===== src/rtl/bsg_rf_operand_fetch_if.sv =====
// bsg_rf_operand_fetch_if: request, register-file port and result signals of the operand-fetch stage.
// master is the fetch stage's view, slave is the surrounding pipeline/RAM view.
interface bsg_rf_operand_fetch_if #(
    parameter int width_p     = 32,
    parameter int els_p       = 32,
    parameter int tag_width_p = 4
);
    localparam int addr_width_lp = (els_p > 1) ? $clog2(els_p) : 1;
    logic                     v_i;
    logic                     ready_o;
    logic [addr_width_lp-1:0] rs0_addr_i;
    logic [addr_width_lp-1:0] rs1_addr_i;
    logic [tag_width_p-1:0]   tag_i;
    logic                     w_v_i;
    logic [addr_width_lp-1:0] w_addr_i;
    logic [width_p-1:0]       w_data_i;
    logic                     rf_r0_v_o;
    logic                     rf_r1_v_o;
    logic [addr_width_lp-1:0] rf_r0_addr_o;
    logic [addr_width_lp-1:0] rf_r1_addr_o;
    logic [width_p-1:0]       rf_r0_data_i;
    logic [width_p-1:0]       rf_r1_data_i;
    logic                     rf_w_v_o;
    logic [addr_width_lp-1:0] rf_w_addr_o;
    logic [width_p-1:0]       rf_w_data_o;
    logic                     v_o;
    logic                     ready_i;
    logic [width_p-1:0]       data0_o;
    logic [width_p-1:0]       data1_o;
    logic [tag_width_p-1:0]   tag_o;
    modport master (
        input  v_i, rs0_addr_i, rs1_addr_i, tag_i, w_v_i, w_addr_i, w_data_i,
               rf_r0_data_i, rf_r1_data_i, ready_i,
        output ready_o, rf_r0_v_o, rf_r1_v_o, rf_r0_addr_o, rf_r1_addr_o,
               rf_w_v_o, rf_w_addr_o, rf_w_data_o, v_o, data0_o, data1_o, tag_o
    );
    modport slave (
        output v_i, rs0_addr_i, rs1_addr_i, tag_i, w_v_i, w_addr_i, w_data_i,
               rf_r0_data_i, rf_r1_data_i, ready_i,
        input  ready_o, rf_r0_v_o, rf_r1_v_o, rf_r0_addr_o, rf_r1_addr_o,
               rf_w_v_o, rf_w_addr_o, rf_w_data_o, v_o, data0_o, data1_o, tag_o
    );
endinterface


===== src/rtl/bsg_rf_operand_fetch.sv =====
// bsg_rf_operand_fetch: two-operand fetch in front of a 2r1w sync RAM, forwarding writes so the
// RAM never sees a same-address read/write and a stalled result stays coherent with later writes.
module bsg_rf_operand_fetch #(
    parameter int width_p     = 32,
    parameter int els_p       = 32,
    parameter int tag_width_p = 4
) (
    input  logic                         clk_i,
    input  logic                         reset_n_i,
    bsg_rf_operand_fetch_if.master       bus
);
    localparam int addr_width_lp = (els_p > 1) ? $clog2(els_p) : 1;
    logic                     full_q, held_q;
    logic [1:0]               byp_q;
    logic [tag_width_p-1:0]   tag_q;
    logic [addr_width_lp-1:0] rs_q [2];
    logic [width_p-1:0]       hold_q [2];
    logic [addr_width_lp-1:0] rs_in [2];
    logic [width_p-1:0]       rd [2];
    logic [width_p-1:0]       dout [2];
    logic                     col [2];
    logic                     match [2];
    logic                     accept, consume;
    assign rs_in[0] = bus.rs0_addr_i;
    assign rs_in[1] = bus.rs1_addr_i;
    assign rd[0]    = bus.rf_r0_data_i;
    assign rd[1]    = bus.rf_r1_data_i;
    assign bus.ready_o = reset_n_i & (~full_q | bus.ready_i);
    assign accept      = bus.v_i & bus.ready_o;
    assign consume     = full_q & bus.ready_i;
    for (genvar p = 0; p < 2; p++) begin : g_port
        assign col[p]   = bus.w_v_i & (bus.w_addr_i == rs_in[p]);
        assign match[p] = bus.w_v_i & (bus.w_addr_i == rs_q[p]);
        // RAM data is only valid in the first cycle after the accept; afterwards hold_q tracks it
        assign dout[p]  = ~full_q ? '0 : (~held_q & ~byp_q[p]) ? rd[p] : hold_q[p];
    end
    assign bus.rf_r0_v_o    = accept & ~col[0];
    assign bus.rf_r1_v_o    = accept & ~col[1];
    assign bus.rf_r0_addr_o = bus.rs0_addr_i;
    assign bus.rf_r1_addr_o = bus.rs1_addr_i;
    assign bus.rf_w_v_o     = reset_n_i & bus.w_v_i;
    assign bus.rf_w_addr_o  = bus.w_addr_i;
    assign bus.rf_w_data_o  = bus.w_data_i;
    assign bus.v_o          = full_q;
    assign bus.data0_o      = dout[0];
    assign bus.data1_o      = dout[1];
    assign bus.tag_o        = tag_q;
    always_ff @(posedge clk_i or negedge reset_n_i) begin
        if (!reset_n_i) begin
            full_q <= 1'b0;
            held_q <= 1'b0;
            byp_q  <= '0;
            tag_q  <= '0;
            for (int p = 0; p < 2; p++) begin
                rs_q[p]   <= '0;
                hold_q[p] <= '0;
            end
        end else if (accept) begin
            full_q <= 1'b1;
            held_q <= 1'b0;
            tag_q  <= bus.tag_i;
            for (int p = 0; p < 2; p++) begin
                rs_q[p]  <= rs_in[p];
                byp_q[p] <= col[p];
                if (col[p]) hold_q[p] <= bus.w_data_i;
            end
        end else if (consume) begin
            full_q <= 1'b0;
            held_q <= 1'b0;
        end else if (full_q) begin
            held_q <= 1'b1;
            for (int p = 0; p < 2; p++)
                hold_q[p] <= match[p] ? bus.w_data_i : dout[p];
        end
    end
endmodule


===== src/flat_wrapper.sv =====
// flat-port wrapper written by rule: the top's interface ports become plain ports
module bsg_rf_operand_fetch_flat 
#(
    parameter int width_p     = 32,
    parameter int els_p       = 32,
    parameter int tag_width_p = 4
)
  (clk_i, reset_n_i, bus_v_i, bus_rs0_addr_i, bus_rs1_addr_i, bus_tag_i, bus_w_v_i, bus_w_addr_i, bus_w_data_i, bus_rf_r0_data_i, bus_rf_r1_data_i, bus_ready_i, bus_ready_o, bus_rf_r0_v_o, bus_rf_r1_v_o, bus_rf_r0_addr_o, bus_rf_r1_addr_o, bus_rf_w_v_o, bus_rf_w_addr_o, bus_rf_w_data_o, bus_v_o, bus_data0_o, bus_data1_o, bus_tag_o);
  bsg_rf_operand_fetch_if #(.width_p(width_p), .els_p(els_p), .tag_width_p(tag_width_p)) bus_i ();
  input  logic clk_i;
  input  logic reset_n_i;
  input wire logic [$bits(bus_i.v_i)-1:0] bus_v_i;
  input wire logic [$bits(bus_i.rs0_addr_i)-1:0] bus_rs0_addr_i;
  input wire logic [$bits(bus_i.rs1_addr_i)-1:0] bus_rs1_addr_i;
  input wire logic [$bits(bus_i.tag_i)-1:0] bus_tag_i;
  input wire logic [$bits(bus_i.w_v_i)-1:0] bus_w_v_i;
  input wire logic [$bits(bus_i.w_addr_i)-1:0] bus_w_addr_i;
  input wire logic [$bits(bus_i.w_data_i)-1:0] bus_w_data_i;
  input wire logic [$bits(bus_i.rf_r0_data_i)-1:0] bus_rf_r0_data_i;
  input wire logic [$bits(bus_i.rf_r1_data_i)-1:0] bus_rf_r1_data_i;
  input wire logic [$bits(bus_i.ready_i)-1:0] bus_ready_i;
  output wire logic [$bits(bus_i.ready_o)-1:0] bus_ready_o;
  output wire logic [$bits(bus_i.rf_r0_v_o)-1:0] bus_rf_r0_v_o;
  output wire logic [$bits(bus_i.rf_r1_v_o)-1:0] bus_rf_r1_v_o;
  output wire logic [$bits(bus_i.rf_r0_addr_o)-1:0] bus_rf_r0_addr_o;
  output wire logic [$bits(bus_i.rf_r1_addr_o)-1:0] bus_rf_r1_addr_o;
  output wire logic [$bits(bus_i.rf_w_v_o)-1:0] bus_rf_w_v_o;
  output wire logic [$bits(bus_i.rf_w_addr_o)-1:0] bus_rf_w_addr_o;
  output wire logic [$bits(bus_i.rf_w_data_o)-1:0] bus_rf_w_data_o;
  output wire logic [$bits(bus_i.v_o)-1:0] bus_v_o;
  output wire logic [$bits(bus_i.data0_o)-1:0] bus_data0_o;
  output wire logic [$bits(bus_i.data1_o)-1:0] bus_data1_o;
  output wire logic [$bits(bus_i.tag_o)-1:0] bus_tag_o;
  assign bus_i.v_i = bus_v_i;
  assign bus_i.rs0_addr_i = bus_rs0_addr_i;
  assign bus_i.rs1_addr_i = bus_rs1_addr_i;
  assign bus_i.tag_i = bus_tag_i;
  assign bus_i.w_v_i = bus_w_v_i;
  assign bus_i.w_addr_i = bus_w_addr_i;
  assign bus_i.w_data_i = bus_w_data_i;
  assign bus_i.rf_r0_data_i = bus_rf_r0_data_i;
  assign bus_i.rf_r1_data_i = bus_rf_r1_data_i;
  assign bus_i.ready_i = bus_ready_i;
  assign bus_ready_o = bus_i.ready_o;
  assign bus_rf_r0_v_o = bus_i.rf_r0_v_o;
  assign bus_rf_r1_v_o = bus_i.rf_r1_v_o;
  assign bus_rf_r0_addr_o = bus_i.rf_r0_addr_o;
  assign bus_rf_r1_addr_o = bus_i.rf_r1_addr_o;
  assign bus_rf_w_v_o = bus_i.rf_w_v_o;
  assign bus_rf_w_addr_o = bus_i.rf_w_addr_o;
  assign bus_rf_w_data_o = bus_i.rf_w_data_o;
  assign bus_v_o = bus_i.v_o;
  assign bus_data0_o = bus_i.data0_o;
  assign bus_data1_o = bus_i.data1_o;
  assign bus_tag_o = bus_i.tag_o;
  bsg_rf_operand_fetch #(.width_p(width_p), .els_p(els_p), .tag_width_p(tag_width_p)) u_core (.clk_i(clk_i), .reset_n_i(reset_n_i), .bus(bus_i));
endmodule

===== config.mk =====
export PLATFORM = sky130hd
export DESIGN_NAME = bsg_rf_operand_fetch_flat
export DESIGN_NICKNAME = d
export VERILOG_FILES = /design/src/rtl/bsg_rf_operand_fetch_if.sv /design/src/rtl/bsg_rf_operand_fetch.sv /design/src/flat_wrapper.sv
export SDC_FILE = /design/constraint.sdc
export NUM_CORES = 1
export LEC_CHECK = 0
export ABC_AREA = 1
export BUFFER_PORTS_ARGS = -buffer_cell sky130_fd_sc_hd__buf_2
export CAP_MARGIN = 20
export CORE_ASPECT_RATIO = 0.8
export CORE_MARGIN = 5
export CORE_UTILIZATION = 54
export DETAILED_ROUTE_END_ITERATION = 6
export PLACE_DENSITY = 0.88
export SYNTH_ARGS = -nofsm -noshare
export SYNTH_HDL_FRONTEND = slang
export SYNTH_SLANG_ARGS = --single-unit

===== constraint.sdc =====
create_clock -name clk_i -period 4.6 [get_ports clk_i]
set_input_delay 0.46 -clock clk_i [delete_from_list [all_inputs] [get_ports clk_i]]
set_output_delay 0.46 -clock clk_i [all_outputs]
set_load 0.02 [all_outputs]

; Word level (Yosys, flattened, before mapping)
; Index checks and enable logic that the tools add are counted.
[op_classes]
n_addsub = 0
n_lt_le_gt_ge = 0
n_shift = 0
n_reduce_logical = 5
eq_ne = 7
multipliers = 0
bitwise_logic = 19
n_mux = 16
div = 0
[ops]
columns = cell, n
row1 = $mux 32, 8
row2 = $mux 64, 3
row3 = $eq 5x5->1, 4
row4 = $and 1x1->1, 12
row5 = $ne 2x1->1 const B, 3
row6 = $not 1->1, 6
row7 = $reduce_and 3->1, 2
row8 = $mux 1, 5
row9 = $reduce_bool 2->1, 2
row10 = $reduce_bool 3->1, 1
row11 = $or 1x1->1, 1
[word_totals]
mem_count = 0
mem_bits_rw = 0
latchBits = 0
mem_bits_ro = 0
input_bits = 120
regBits = 82

; Longest topological paths before layout
; Gate-level depths: netlist (run 1).
[logic_depth]
ltp_word = 8
mapped_depth = 10
depth_no_buf = 9

; Worst setup path after synthesis (run 1)
; Ideal clock, no wire load.
[synth_path]
path_type = flip-flop to output port
from = register u_core.full_q (netlist: u_core.bus.v_o)
to = output bus_rf_r0_v_o
arrival_ns = 1.378
path_buffers = 1
path_slack_ns = 2.762
required_time_ns = 4.140
path_stages_with_launch = 7
path_cell_list = dfrtp_1 > nand2_2 > nand2_2 > nor2_4 > clkbuf_1 > nand2_1 > inv_1
[synth_via]
elab_chain_cells = 5
[synth_rtl]
columns = item, line_no
row1 = start: declaration, bsg_rf_operand_fetch.sv:13  ; logic full_q, held_q;
row2 = start signal: assignment, bsg_rf_operand_fetch.sv:50  ; full_q <= 1'b0;
row3 = start signal: assignment, bsg_rf_operand_fetch.sv:59  ; full_q <= 1'b1;
row4 = start signal: assignment, bsg_rf_operand_fetch.sv:68  ; full_q <= 1'b0;
row5 = $not 1->1, --
row6 = $or 1x1->1, bsg_rf_operand_fetch.sv:28  ; assign bus.ready_o = reset_n_i & (~full_q | bus.ready_i);
row7 = $and 1x1->1, bsg_rf_operand_fetch.sv:28
row8 = $and 1x1->1, bsg_rf_operand_fetch.sv:29  ; assign accept = bus.v_i & bus.ready_o;
row9 = $and 1x1->1, bsg_rf_operand_fetch.sv:37  ; assign bus.rf_r0_v_o = accept & ~col[0];
row10 = end: declaration, flat_wrapper.sv:23  ; output wire logic [$bits(bus_i.rf_r0_v_o)-1:0] bus_rf_r0_v_o;
; Every way passes these cells.

; Worst setup path in the final report (run 1)
[layout_path]
from = register u_core.full_q (netlist: u_core.bus.v_o)
to = register u_core.hold_q[28] in the netlist's numbering
[layout_via]
elab_chain_cells = 6
[layout_rtl]
columns = item, line_no
row1 = $not 1->1, --
row2 = $or 1x1->1, bsg_rf_operand_fetch.sv:28
row3 = $and 1x1->1, bsg_rf_operand_fetch.sv:28
row4 = $and 1x1->1, bsg_rf_operand_fetch.sv:29
row5 = $ne 2x1->1 (no line) / $reduce_bool 2->1 (equally long branches), --
row6 = $reduce_and 3->1 (no line), --
row7 = end signal: indexed assignment, bsg_rf_operand_fetch.sv:65  ; if (col[p]) hold_q[p] <= bus.w_data_i;
row8 = end signal: indexed assignment, bsg_rf_operand_fetch.sv:73  ; hold_q[p] <= match[p] ? bus.w_data_i : dout[p];
row9 = end: declaration, bsg_rf_operand_fetch.sv:17  ; logic [width_p-1:0] hold_q [2];
; Several ways; a longest one is shown, not always the timed one. The select of a mux whose other input is x is not followed.
; A chain may end at the register's enable or synchronous reset.

==> results of run 1 <==
==> flip-flops by register name, summed over array words and instances, names as in the netlist <==
signal,cells
u_core.bus.tag_o,4
u_core.bus.v_o,1
u_core.byp_q,2
u_core.held_q,1
u_core.hold_q,64
u_core.rs_q,10
==> cell usage after synthesis <==
cell type	instances
nand3_1	260
or2_1	14
buf_6	3
inv_1	121
a21oi_1	2
buf_1	7
buf_2	12
xor2_1	1
nor2_4	1
nand3_2	1
buf_4	53
nand4_2	1
nor2_2	2
o31ai_1	1
nor2_1	13
dfrtp_1	82
or2_0	3
nand2_1	204
clkbuf_1	32
o21ai_1	1
o21ai_0	13
inv_2	6
or2_2	111
nand2_2	4
==> power groups by stage <==
stage | combinational, W | clock, W | sequential, W
floorplan | 0.000738 | 0 | 0.000964
global placement | 0.000981 | 0 | 0.000976
detailed placement | 0.00100 | 0 | 0.000978
CTS | 0.00101 | 0.000832 | 0.000972
global route | 0.00112 | 0.000864 | 0.000993
finish | 0.00100 | 0.000824 | 0.000975
==> cell families after synthesis <==
group           after synthesis  synth area share
simple gates                614             0.478
compound gates               17            0.0140
buf+inv                     234             0.178
flops                        82             0.328
xor+xnor                      1           0.00140
==> worst max-delay path: stages (launching register included) <==
cell     delay [ns]
dfrtp_2        0.42
nand2_2        0.08
nand2_2        0.07
nor2_4         0.48
nand3_2        0.76
nand2_2        0.83
nand3_1        0.15
nand2_1        0.10
==> final cells by class <==
class | instances | area share
multi-input combinational | 632 | 0.416
sequential | 82 | 0.277
timing repair buffer | 249 | 0.172
inverter | 127 | 0.0643
clock buffer | 9 | 0.0304
tap | 148 | 0.0250
clock inverter | 6 | 0.0155
==> worst min-delay path by stage <==
stage	to	depth (start not counted)
after global placement	u_core.bus.tag_o[0]	2
final	u_core.hold_q[3]	2
after floorplan	u_core.bus.tag_o[0]	0
after global routing	u_core.bus.tag_o[3]	3
after detailed placement	u_core.bus.tag_o[2]	2
after CTS	u_core.hold_q[3]	2
==> stage by stage <==
| stage | setup WS, ns | hold WS [ns] | cells | area, um2 |
|---|---|---|---|---|
| floorplan | 2.76 | 0.164 | 948 | 6250 |
| global placement | 1.61 | 0.452 | 1238 | 7070 |
| detailed placement | 1.50 | 0.455 | 1238 | 7070 |
| CTS | 1.67 | 0.297 | 1253 | 7410 |
| global route | 1.37 | 0.335 | 1253 | 7410 |
| finish | 1.62 | 0.281 | 1253 | 7410 |
==> per-layer routing <==
layer / global-route usage / routed length, um / vias up
met3: 0.0467 / 1940 / 19
li1: - / - / 3226
met1: 0.426 / 8580 / 3083
met2: 0.403 / 8750 / 347
met5: 0 / 0 / -
met4: 0.0527 / 201 / 0
==> key figures, run 1 <==
Run status
  • Status: complete, no violations

Yosys
  • Share of the synthesized area in the top cell type: 0.328
  • Largest area contributor in the netlist: dfrtp_1
  • Ys Warns: 0
  • Syn avg cell area: 6.59 um2
  • Top cells by area, synth: dfrtp_1 (33%), nand3_1 (21%), nand2_1 (12%)
  • Library cells used by synthesis: 24
  • Synth Cell Area: between 0.006 and 0.007 mm2
  • Cells after synthesis: ~950
  • Synthesized net count: around 1100
  • Sequential area share after synthesis: 0.328
  • Yosys reg bits: 82

Routing
  • Total wire length: 19500 um
  • DR WL/cell: 15.5 um
  • Via Count: around 6700
  • First DRT Iteration DRCs: around 630
  • Post-route ant nets: 0
  • Drt via density: ~5.3
  • # DRC: 0
  • DR pass1 iterations: 5

Critical path
  • Critical path data arrival time: 3.24 ns
  • CP Launch Type: flip-flop
  • WS Path Type: flip-flop to flip-flop
  • R2r startpoint: u_core.bus.v_o
  • Critical Path End: u_core.hold_q[28]
  • CP required: 4.86 ns
  • Crit. Startpoint: u_core.bus.v_o
  • FF-to-FF setup slack: 1.62 ns
  • Crit. End Element: flip-flop
  • Crit Reg-Reg Endpoint: u_core.hold_q[28]
  • Reg2Reg Depth: 7
  • Max Fanout on Critical Path: 34

Die
  • Total core area: 0.0114 mm2
  • Die area: 0.0138 mm2
  • DIE HEIGHT: about 110 um
  • FP Rows: 35
  • Die width: approximately 130 um
  • Starting Density: 0.547
  • Ports: 240

Global routing
  • Antenna violations before repair: 0
  • Largest net degree at the start of global routing: 69
  • Global-route wire length before repair: approximately 30000 um
  • Tot GR Track Use: 0.275
  • GR Overflow Total: 0
  • Vias in the first global route: approximately 6000

STA
  • Final Hold Vio Count: 0
  • RSZ-0062 raised after global routing: false
  • Slew HR: 0.288
  • Clock Skews: 0.0110 ns
  • Final setup violation count: 0
  • Minimum clock period: about 3.0 ns
  • Fin crit share: 0.648
  • Fmax: 335 MHz
  • Post-Route Setup TNS: 0 ns
  • Fin. max-slew vios: 0
  • Least-Margin Pin Slew: between 1 and 1.5 ns

Final layout
  • Fill count: 1067
  • Post-layout util: 0.649
  • Final nets: between 1000 and 1500
  • Layout area overhead: 18.6%
  • ANT cells: 0
  • Commonest non-fill, non-tap cell in the layout: nand3_1
  • Sequential cell area: 0.00205 mm2
  • Layout cells sized above 1: 0.354
  • Area taken by multi-input logic gates: around 0.0031 mm2
  • Leading cell types in the layout, fill and taps excluded: nand3_1 (260), buf_2 (238), nand2_1 (204), inv_1 (121), or2_2 (111)

CTS
  • Clock buffer depth: 2
  • TritonCTS clock tree: done
  • Clk Latency, worst-skew pair: 0.33 ns
  • Post-CTS sizing: 0
  • CTS Hold Bufs: 0
  • Post-CTS Setup Inserts: 0
  • Htree depth: 3
  • Clock Pin Slew Worst Setup and Hold Paths: approximately 0.07 ns
  • CTS buffer count: 9
  • Clock Sinks: 82
  • Root buf cell: clkbuf_16

Place
  • Routability cong.: 0.911
  • Hpwl dp: ~14000 um
  • Port Buffers: around 240

Hold path
  • Hold Path Class: primary input to async pin

Power and ir drop
  • Worst VDD drop: 0.216 mV
  • Total power: between 0.002 and 0.003 W
  • Gate power share: 0.358
  • Switching share of power: 0.353
  • Pwr per Cell Area: ~380 mW/mm2
  • Pint: ~0.0018 W
  • Clk pwr share: 0.294
  • P_leak: roughly 4.8 nW
  • Net Switching: 0.000990 W
  • Flop pwr share: 0.348

Run
  • Max Cap Viol: 0
No activity file was read; power rests on OpenSTA's default activity.
==> inputs of run 2 (changes only) <==
--- a/config.mk
+++ b/config.mk
@@ -5,14 +5,14 @@
 export SDC_FILE = /design/constraint.sdc
 export NUM_CORES = 1
 export LEC_CHECK = 0
-export ABC_AREA = 1
+export ABC_AREA = 0
 export BUFFER_PORTS_ARGS = -buffer_cell sky130_fd_sc_hd__buf_2
 export CAP_MARGIN = 20
 export CORE_ASPECT_RATIO = 0.8
 export CORE_MARGIN = 5
-export CORE_UTILIZATION = 54
+export CORE_UTILIZATION = 47
 export DETAILED_ROUTE_END_ITERATION = 6
-export PLACE_DENSITY = 0.88
+export PLACE_DENSITY = 0.79
 export SYNTH_ARGS = -nofsm -noshare
 export SYNTH_HDL_FRONTEND = slang
 export SYNTH_SLANG_ARGS = --single-unit
==> constraint.sdc (replaced) <==
create_clock -name clk_i -period 2.6 [get_ports clk_i]
set_input_delay 0.26 -clock clk_i [delete_from_list [all_inputs] [get_ports clk_i]]
set_output_delay 0.26 -clock clk_i [all_outputs]
set_load 0.02 [all_outputs]
==> run 2 against run 1 <==
Effect of this change: combinational power increased by 120%; utilization decreased by 9.0 points; setup slack got worse by 1.5 ns; flip-flop and latch count unchanged; sequential share of layout area decreased by 3.2 points; die area increased by 29%; area after synthesis increased by 15%; sequential power increased by 85%; critical path type is now flip-flop to primary output; critical endpoint is now bus_rf_r1_v_o; largest power group unchanged.
==> key figures, run 2 <==
Final layout
  • Largest Register: u_core.hold_q
  • Leading cell types in the layout, fill and taps excluded: buf_2 (238), nand3_1 (128), nand2_1 (108), dfrtp_1 (80)
  • Fill count: 1377 (+29%)
  • ANT cells: 0 (unchanged)
  • Final Instance Count excl. Fillers: 1162 (-7.3%)
  • Final nets: 1088 (-11%)
  • Layout cells sized above 1: 0.365 (+0.0110)
  • Commonest non-fill, non-tap cell in the layout: buf_2
  • Max reg flops: 64 (unchanged)
  • Layout area overhead: 17.0%
  • Post-layout util: 0.559 (-0.0901)

Die
  • Die width: 148 um (+14%)
  • Starting Density: 0.477 (-0.0696)
  • DIE HEIGHT: 120 um (+13%)
  • Ports: 240 (unchanged)
  • Die area: 0.0178 mm2 (+29%)
  • Total core area: 0.0150 mm2 (+31%)
  • FP Rows: 40 (+14%)

STA
  • Slew HR: 0.557 (+0.268)
  • Fin crit share: 0.936
  • Final setup violation count: 0 (unchanged)
  • Post-Route Setup TNS: 0 ns (unchanged)
  • Minimum clock period: around 2.4 ns
  • Least-Margin Pin Slew: 0.665 ns (-0.400 ns)
  • Fmax: slightly above 400 MHz
  • RSZ-0062 raised after global routing: false
  • Clock Skews: 0.00664 ns (-0.00436 ns)
  • Fin. max-slew vios: 0 (unchanged)
  • Final Hold Vio Count: 0 (unchanged)
  • Setup WS post-layout: 0.167 ns (-1.45 ns)

Hold path
  • Hold Path Class: primary input to flip-flop
  • Hold path depth: 3

Routing
  • First DRT Iteration DRCs: 788 (+25%)
  • DR pass1 iterations: 6 (+1)
  • Post-route ant nets: 0 (unchanged)
  • Via Count: 7791 (+17%)
  • # DRC: 0 (unchanged)
  • Total wire length: 26300 um (+35%)
  • Drt via density: 6.70 (+26%)
  • DR WL/cell: 22.7 um (+46%)

Global routing
  • GR Overflow Total: 0 (unchanged)
  • Global-route wire length before repair: 40800 um (+33%)
  • Largest net degree at the start of global routing: 52 (-25%)
  • Antenna violations before repair: 0 (unchanged)
  • Vias in the first global route: 7435 (+23%)
  • Tot GR Track Use: 0.284 (+0.00904)

Place
  • Hpwl dp: 17000 um (+22%)
  • Setup WS pre-CTS: 0.459 ns (-1.05 ns)
  • Port Buffers: 239 (unchanged)
  • Routability cong.: 0.813 (-11%)
  • Placed Cells incl. Taps: 1145 (-7.5%)

Yosys
  • Ys Warns: 0 (unchanged)
  • Synthesized net count: 962 (-9.9%)
  • Synth Cell Area: 0.00717 mm2 (+15%)
  • Synth top cells by count: nand3_1 (128), nand2_1 (109), dfrtp_1 (82)
  • Largest area contributor in the netlist: dfrtp_1
  • Top FF cell, synth: dfrtp_1
  • Library cells used by synthesis: 32 (+33%)
  • Cells after synthesis: 842 (-11%)
  • EDFF count, synth: 0 (unchanged)
  • Fraction of registers with async set/reset: 1.00 (unchanged)
  • Syn avg cell area: 8.51 um2 (+29%)
  • Cell with the most instances after synthesis: nand3_1
  • Top cells by area, synth: dfrtp_1 (29%), a41oi_2 (13%), nand3_1 (8.9%)
  • Yosys reg bits: 82 (unchanged)
  • Sequential area share after synthesis: 0.286 (-0.0419)
  • Share of the synthesized area in the top cell type: 0.286 (-0.0419)

CTS
  • Post-CTS Setup Inserts: 0 (unchanged)
  • Clock buffer depth: 2 (unchanged)
  • CTS buffer count: 9 (unchanged)
  • Root buf cell: clkbuf_16
  • Htree depth: 3 (unchanged)
  • TritonCTS clock tree: done
  • Clock Sinks: 82 (unchanged)
  • Clk Latency, worst-skew pair: 0.35 ns (+0.02 ns)
  • Clock Pin Slew Worst Setup and Hold Paths: 0.06 ns (about the same)

Critical path
  • Critical path data arrival time: 2.17 ns (-1.07 ns)
  • WS Path Type: flip-flop to primary output
  • Reg2Reg Depth: 4 (-3)
  • CP Launch Type: flip-flop
  • Critical-path top delay cell: dfrtp_4
  • CP max stage delay: 0.60 ns (-0.23 ns)
  • Crit. End Element: primary output
  • Max Fanout on Critical Path: 35 (+2.9%)
  • CP required: 2.34 ns (-2.52 ns)
  • Critical path, cell by cell: nand2b_1 -> nand2_4 -> a31oi_1 -> buf_2

Run status
  • Status: complete, no violations

Power and ir drop
  • Total power: 0.00538 W (+92%)
  • Pwr per Cell Area: 642 mW/mm2 (+70%)
  • Worst VDD drop: 0.302 mV (+40%)
  • P_leak: 3.19 nW (-33%)

Run
  • Max Cap Viol: 0 (unchanged)
## run 2: changes by cell type after synthesis, moves of 64 or more
cell | before | now
nand3_1 | 260 | 128
nand2_1 | 204 | 109
a22oi_1 | 0 | 64
inv_1 | 121 | 1
a211oi_1 | 0 | 64
or2_2 | 111 | 0
o211ai_1 | 0 | 64
## run 2: layout make-up
type / instances / area [um2] / area share
clock buffer: 11 / 243 / 0.0289
clock inverter: 5 / 77.6 / 0.00925
inverter: 1 / 3.75 / 0.000448
multi-input combinational: 605 / 4280 / 0.510
sequential: 82 / 2060 / 0.245
tap: 189 / 236 / 0.0282
timing repair buffer: 269 / 1490 / 0.178
## run 2: worst paths after layout
| kind | to | slack [ns] | start |
|---|---|---|---|
| worst max-delay path | bus_rf_r1_v_o | 0.17 | u_core.bus.v_o |
| worst min-delay path | u_core.bus.tag_o[3] | 0.11 | bus_tag_i[3] |
| worst max register to register | u_core.hold_q[41] | 0.44 | u_core.bus.v_o |
| worst min register to register | u_core.bus.tag_o[0] | 0.48 | u_core.bus.tag_o[0] |
| max in group asynchronous | u_core.held_q | 0.92 | reset_n_i |
| min in group asynchronous | u_core.hold_q[63] | 0.58 | reset_n_i |
## run 2: power breakdown
part | total (W) | switching (W) | internal [W]
Combinational | 0.00216 | 0.00138 | 0.000777
Clock | 0.00142 | 0.000555 | 0.000866
Sequential | 0.00180 | 0.000224 | 0.00158
Total | 0.00538 | 0.00216 | 0.00322
## run 2: per-stage QoR
stage,area (um2),hold slack (ns)
final,8390,0.106
after global routing,8390,0.117
after CTS,8380,0.0958
after detailed placement,8050,0.371
after global placement,8050,0.366
after floorplan,7170,-0.0356
## run 2: logic make-up after synthesis
kind of cell | after synthesis | synth area share
flops | 82 | 0.286
simple gates | 256 | 0.169
buf+inv | 155 | 0.124
xor+xnor | 20 | 0.0244
compound gates | 329 | 0.396
## run 2: timing repair
item / 4_1_cts / 5_1_grt
hold endpoints to repair: 26 / 0
setup endpoints to repair: 0 / 1
hold buffers: 1 / 0
gates resized for setup: 0 / 1
## run 2: per-layer routing
metal  vias up  track usage  wire length, um
met4         0        0.118              757
li1       3461            -                -
met2       569        0.439            12100
met5         -            0                0
met1      3698        0.392            10500
met3        63       0.0521             2920
## run 2: worst max-delay path: cells and delay by family, from the launching register on
| family | cells | cell delay, ns |
|---|---|---|
| simple gates | 2 | 0.74 |
| compound gates | 1 | 0.28 |
| buf+inv | 1 | 0.20 |
| flops | 1 | 0.60 |
==> inputs of run 3 (changes only) <==
--- a/config.mk
+++ b/config.mk
@@ -13,6 +13,7 @@
 export CORE_UTILIZATION = 47
 export DETAILED_ROUTE_END_ITERATION = 6
 export PLACE_DENSITY = 0.79
+export REMOVE_ABC_BUFFERS = 1
 export SYNTH_ARGS = -nofsm -noshare
 export SYNTH_HDL_FRONTEND = slang
 export SYNTH_SLANG_ARGS = --single-unit
==> run 3 against run 2 <==
Effect of this change: largest cell class unchanged; power is 4.1% lower; clock skew increased by 0.0010 ns; global-route usage rose by 0.075 points; cell area decreased by 0.46%; non-clock buffer count up 6; sequential power about the same; sequential share of layout area up 0.11 points; flip-flop and latch count stayed put; critical endpoint is now bus_rf_r0_v_o; setup slack worse by 0.0075 ns; clock-buffer cell count grew 2; utilization shrank 0.26 points.
==> key figures, run 3 (synthesis gave the netlist of run 2 again) <==
CTS
  • Clock Sinks: 82 (unchanged)
  • Post-CTS Setup Inserts: 0 (unchanged)
  • CTS buffer count: 9 (unchanged)
  • Clock Pin Slew Worst Setup and Hold Paths: 0.06 ns (about the same)
  • TritonCTS clock tree: done
  • Htree depth: 3 (unchanged)
  • CTS Hold Bufs: 1 (unchanged)
  • Clock buffer depth: 2 (unchanged)
  • Root buf cell: clkbuf_16
  • Post-CTS sizing: 0 (unchanged)
  • Clk Latency, worst-skew pair: 0.35 ns (about the same)

STA
  • Final Hold Slack: 0.107 ns (+0.000839 ns)
  • Fin crit share: 0.939 (+0.00289)
  • Least-Margin Pin Slew: 0.913 ns (+0.248 ns)
  • Slew HR: 0.390 (-0.167)
  • Fmax: 410 MHz (-0.31%)
  • Minimum clock period: 2.44 ns (+0.00753 ns)
  • Clock Skews: 0.00768 ns (+0.00104 ns)
  • Final Hold Vio Count: 0 (unchanged)
  • Final setup violation count: 0 (unchanged)
  • Fin. max-slew vios: 0 (unchanged)
  • RSZ-0062 raised after global routing: false

Die
  • Starting Density: 0.477 (unchanged)
  • Total core area: 0.0150 mm2 (unchanged)
  • Die area: 0.0178 mm2 (unchanged)
  • Die width: 148 um (unchanged)
  • Ports: 240 (unchanged)
  • FP Rows: 40 (unchanged)
  • DIE HEIGHT: 120 um (unchanged)

Critical path
  • CP required: 2.34 ns (about the same)
  • Critical path data arrival time: 2.18 ns (about the same)
  • CP Launch Type: primary input
  • Reg2Reg Depth: 4 (unchanged)
  • Crit. End Element: primary output
  • Max Fanout on Critical Path: 28 (-20%)
  • Critical path, cell by cell: dlygate4sd3_1 -> buf_4 -> and2_1 -> nand2_4 -> a31oi_1 -> buf_2
  • WS Path Type: primary input to primary output
  • CP max stage delay: 0.58 ns (-0.02 ns)
  • Critical-path top delay cell: dlygate4sd3_1

Run status
  • Status: complete, no violations

Routing
  • Total wire length: 26100 um (-0.75%)
  • Drt via density: 6.67 (-0.55%)
  • DR pass1 iterations: 5 (-1)
  • # DRC: 0 (unchanged)
  • Post-route ant nets: 0 (unchanged)
  • DR WL/cell: 22.4 um (-1.1%)
  • First DRT Iteration DRCs: 902 (+14%)
  • Via Count: 7775 (-0.21%)

Final layout
  • Fill count: 1416 (+2.8%)
  • Area taken by multi-input logic gates: 0.00428 mm2 (about the same)
  • Layout cells sized above 1: 0.368 (+0.00298)
  • Final nets: 1094 (+0.55%)
  • Commonest non-fill, non-tap cell in the layout: buf_2
  • Design area: 0.00835 mm2 (-0.46%)
  • Leading cell types in the layout, fill and taps excluded: buf_2 (238), nand3_1 (128), nand2_1 (108), dfrtp_1 (80)
  • Largest Register: u_core.hold_q
  • Max reg flops: 64 (unchanged)
  • Layout area overhead: 16.5%
  • Sequential cell area: 0.00206 mm2 (unchanged)

Hold path
  • Hold path depth: 3 (unchanged)
  • Hold Path Class: primary input to flip-flop

Global routing
  • Vias in the first global route: 7514 (+1.1%)
  • Largest net degree at the start of global routing: 96 (+85%)
  • Tot GR Track Use: 0.285 (+0.000754)
  • GR Overflow Total: 0 (unchanged)
  • Antenna violations before repair: 1 (+1)
  • Global-route wire length before repair: 41000 um (+0.36%)

Run
  • Max Cap Viol: 0 (unchanged)

Place
  • Routability cong.: 0.803 (-1.2%)
  • Hpwl dp: 16800 um (-1.1%)
  • Port Buffers: 239 (unchanged)
  • Area after DPL: 0.00807 mm2 (+0.28%)

Power and ir drop
  • Pwr per Cell Area: 619 mW/mm2 (-3.7%)
  • P_leak: 3.17 nW (-0.36%)
  • Worst VDD drop: 0.380 mV (+26%)
run 3: changes by cell type in the layout (fill, tap and decap cells not counted), sizes merged:
cell	previous run	this run
clkinvlp	1	0
buf	268	274
clkinv	2	0
diode	0	1
clkbuf	11	13
bufinv	2	0
run 3: cell type report:
cell class / instances / share of cell area
repair buffers: 275 / 0.181
well taps: 189 / 0.0283
inverters: 1 / 0.000450
clock buffers: 13 / 0.0312
multi-input cells: 605 / 0.513
flip-flops and latches: 82 / 0.246
diodes: 1 / 0.000300
run 3: layer usage:
metal  GRT usage  wire (um)  vias to the layer above
met5           0          0                        -
met4      0.0906        687                        0
met3      0.0629       2600                       57
met2       0.449      12000                      494
met1       0.390      10800                     3741
li1            -          -                     3483
run 3: worst max-delay path, delay by kind of cell:
kind	cells	cell delay, ns
AOI/OAI and AO/OA	1	0.30
and+or+nand+nor	2	0.70
buffers and inverters	3	0.92
run 3: path summary, 6_finish.rpt:
path                                      from                   to  slack (ns)
max                                  reset_n_i        bus_rf_r0_v_o        0.16
min                               bus_tag_i[3]  u_core.bus.tag_o[3]        0.11
max reg2reg                     u_core.bus.v_o     u_core.hold_q[2]        0.66
min reg2reg                u_core.bus.tag_o[1]  u_core.bus.tag_o[1]        0.47
max in group asynchronous            reset_n_i       u_core.bus.v_o        0.82
min in group asynchronous            reset_n_i       u_core.rs_q[7]        0.51
run 3: power by group:
part / internal (W) / total [W] / switching [W]
Sequential: 0.00158 / 0.00177 / 0.000191
Clock: 0.000685 / 0.00120 / 0.000518
Combinational: 0.000781 / 0.00219 / 0.00141
run 3: per-stage QoR:
| step | util | worst slack [ns] | setup TNS [ns] | total power (W) | instances |
|---|---|---|---|---|---|
| 2_1_floorplan | - | -2.59 | -252.81 | 0.00308 | 688 |
| 3_3_place_gp | 0.538 | 0.599 | 0 | 0.00389 | 1151 |
| 3_5_place_dp | 0.538 | 0.558 | 0 | 0.00394 | 1151 |
| 4_1_cts | 0.556 | 0.208 | 0 | 0.00514 | 1165 |
| 5_1_grt | 0.556 | 0.103 | 0 | 0.00544 | 1166 |
| 6_report | 0.556 | 0.159 | 0 | 0.00516 | 1166 |
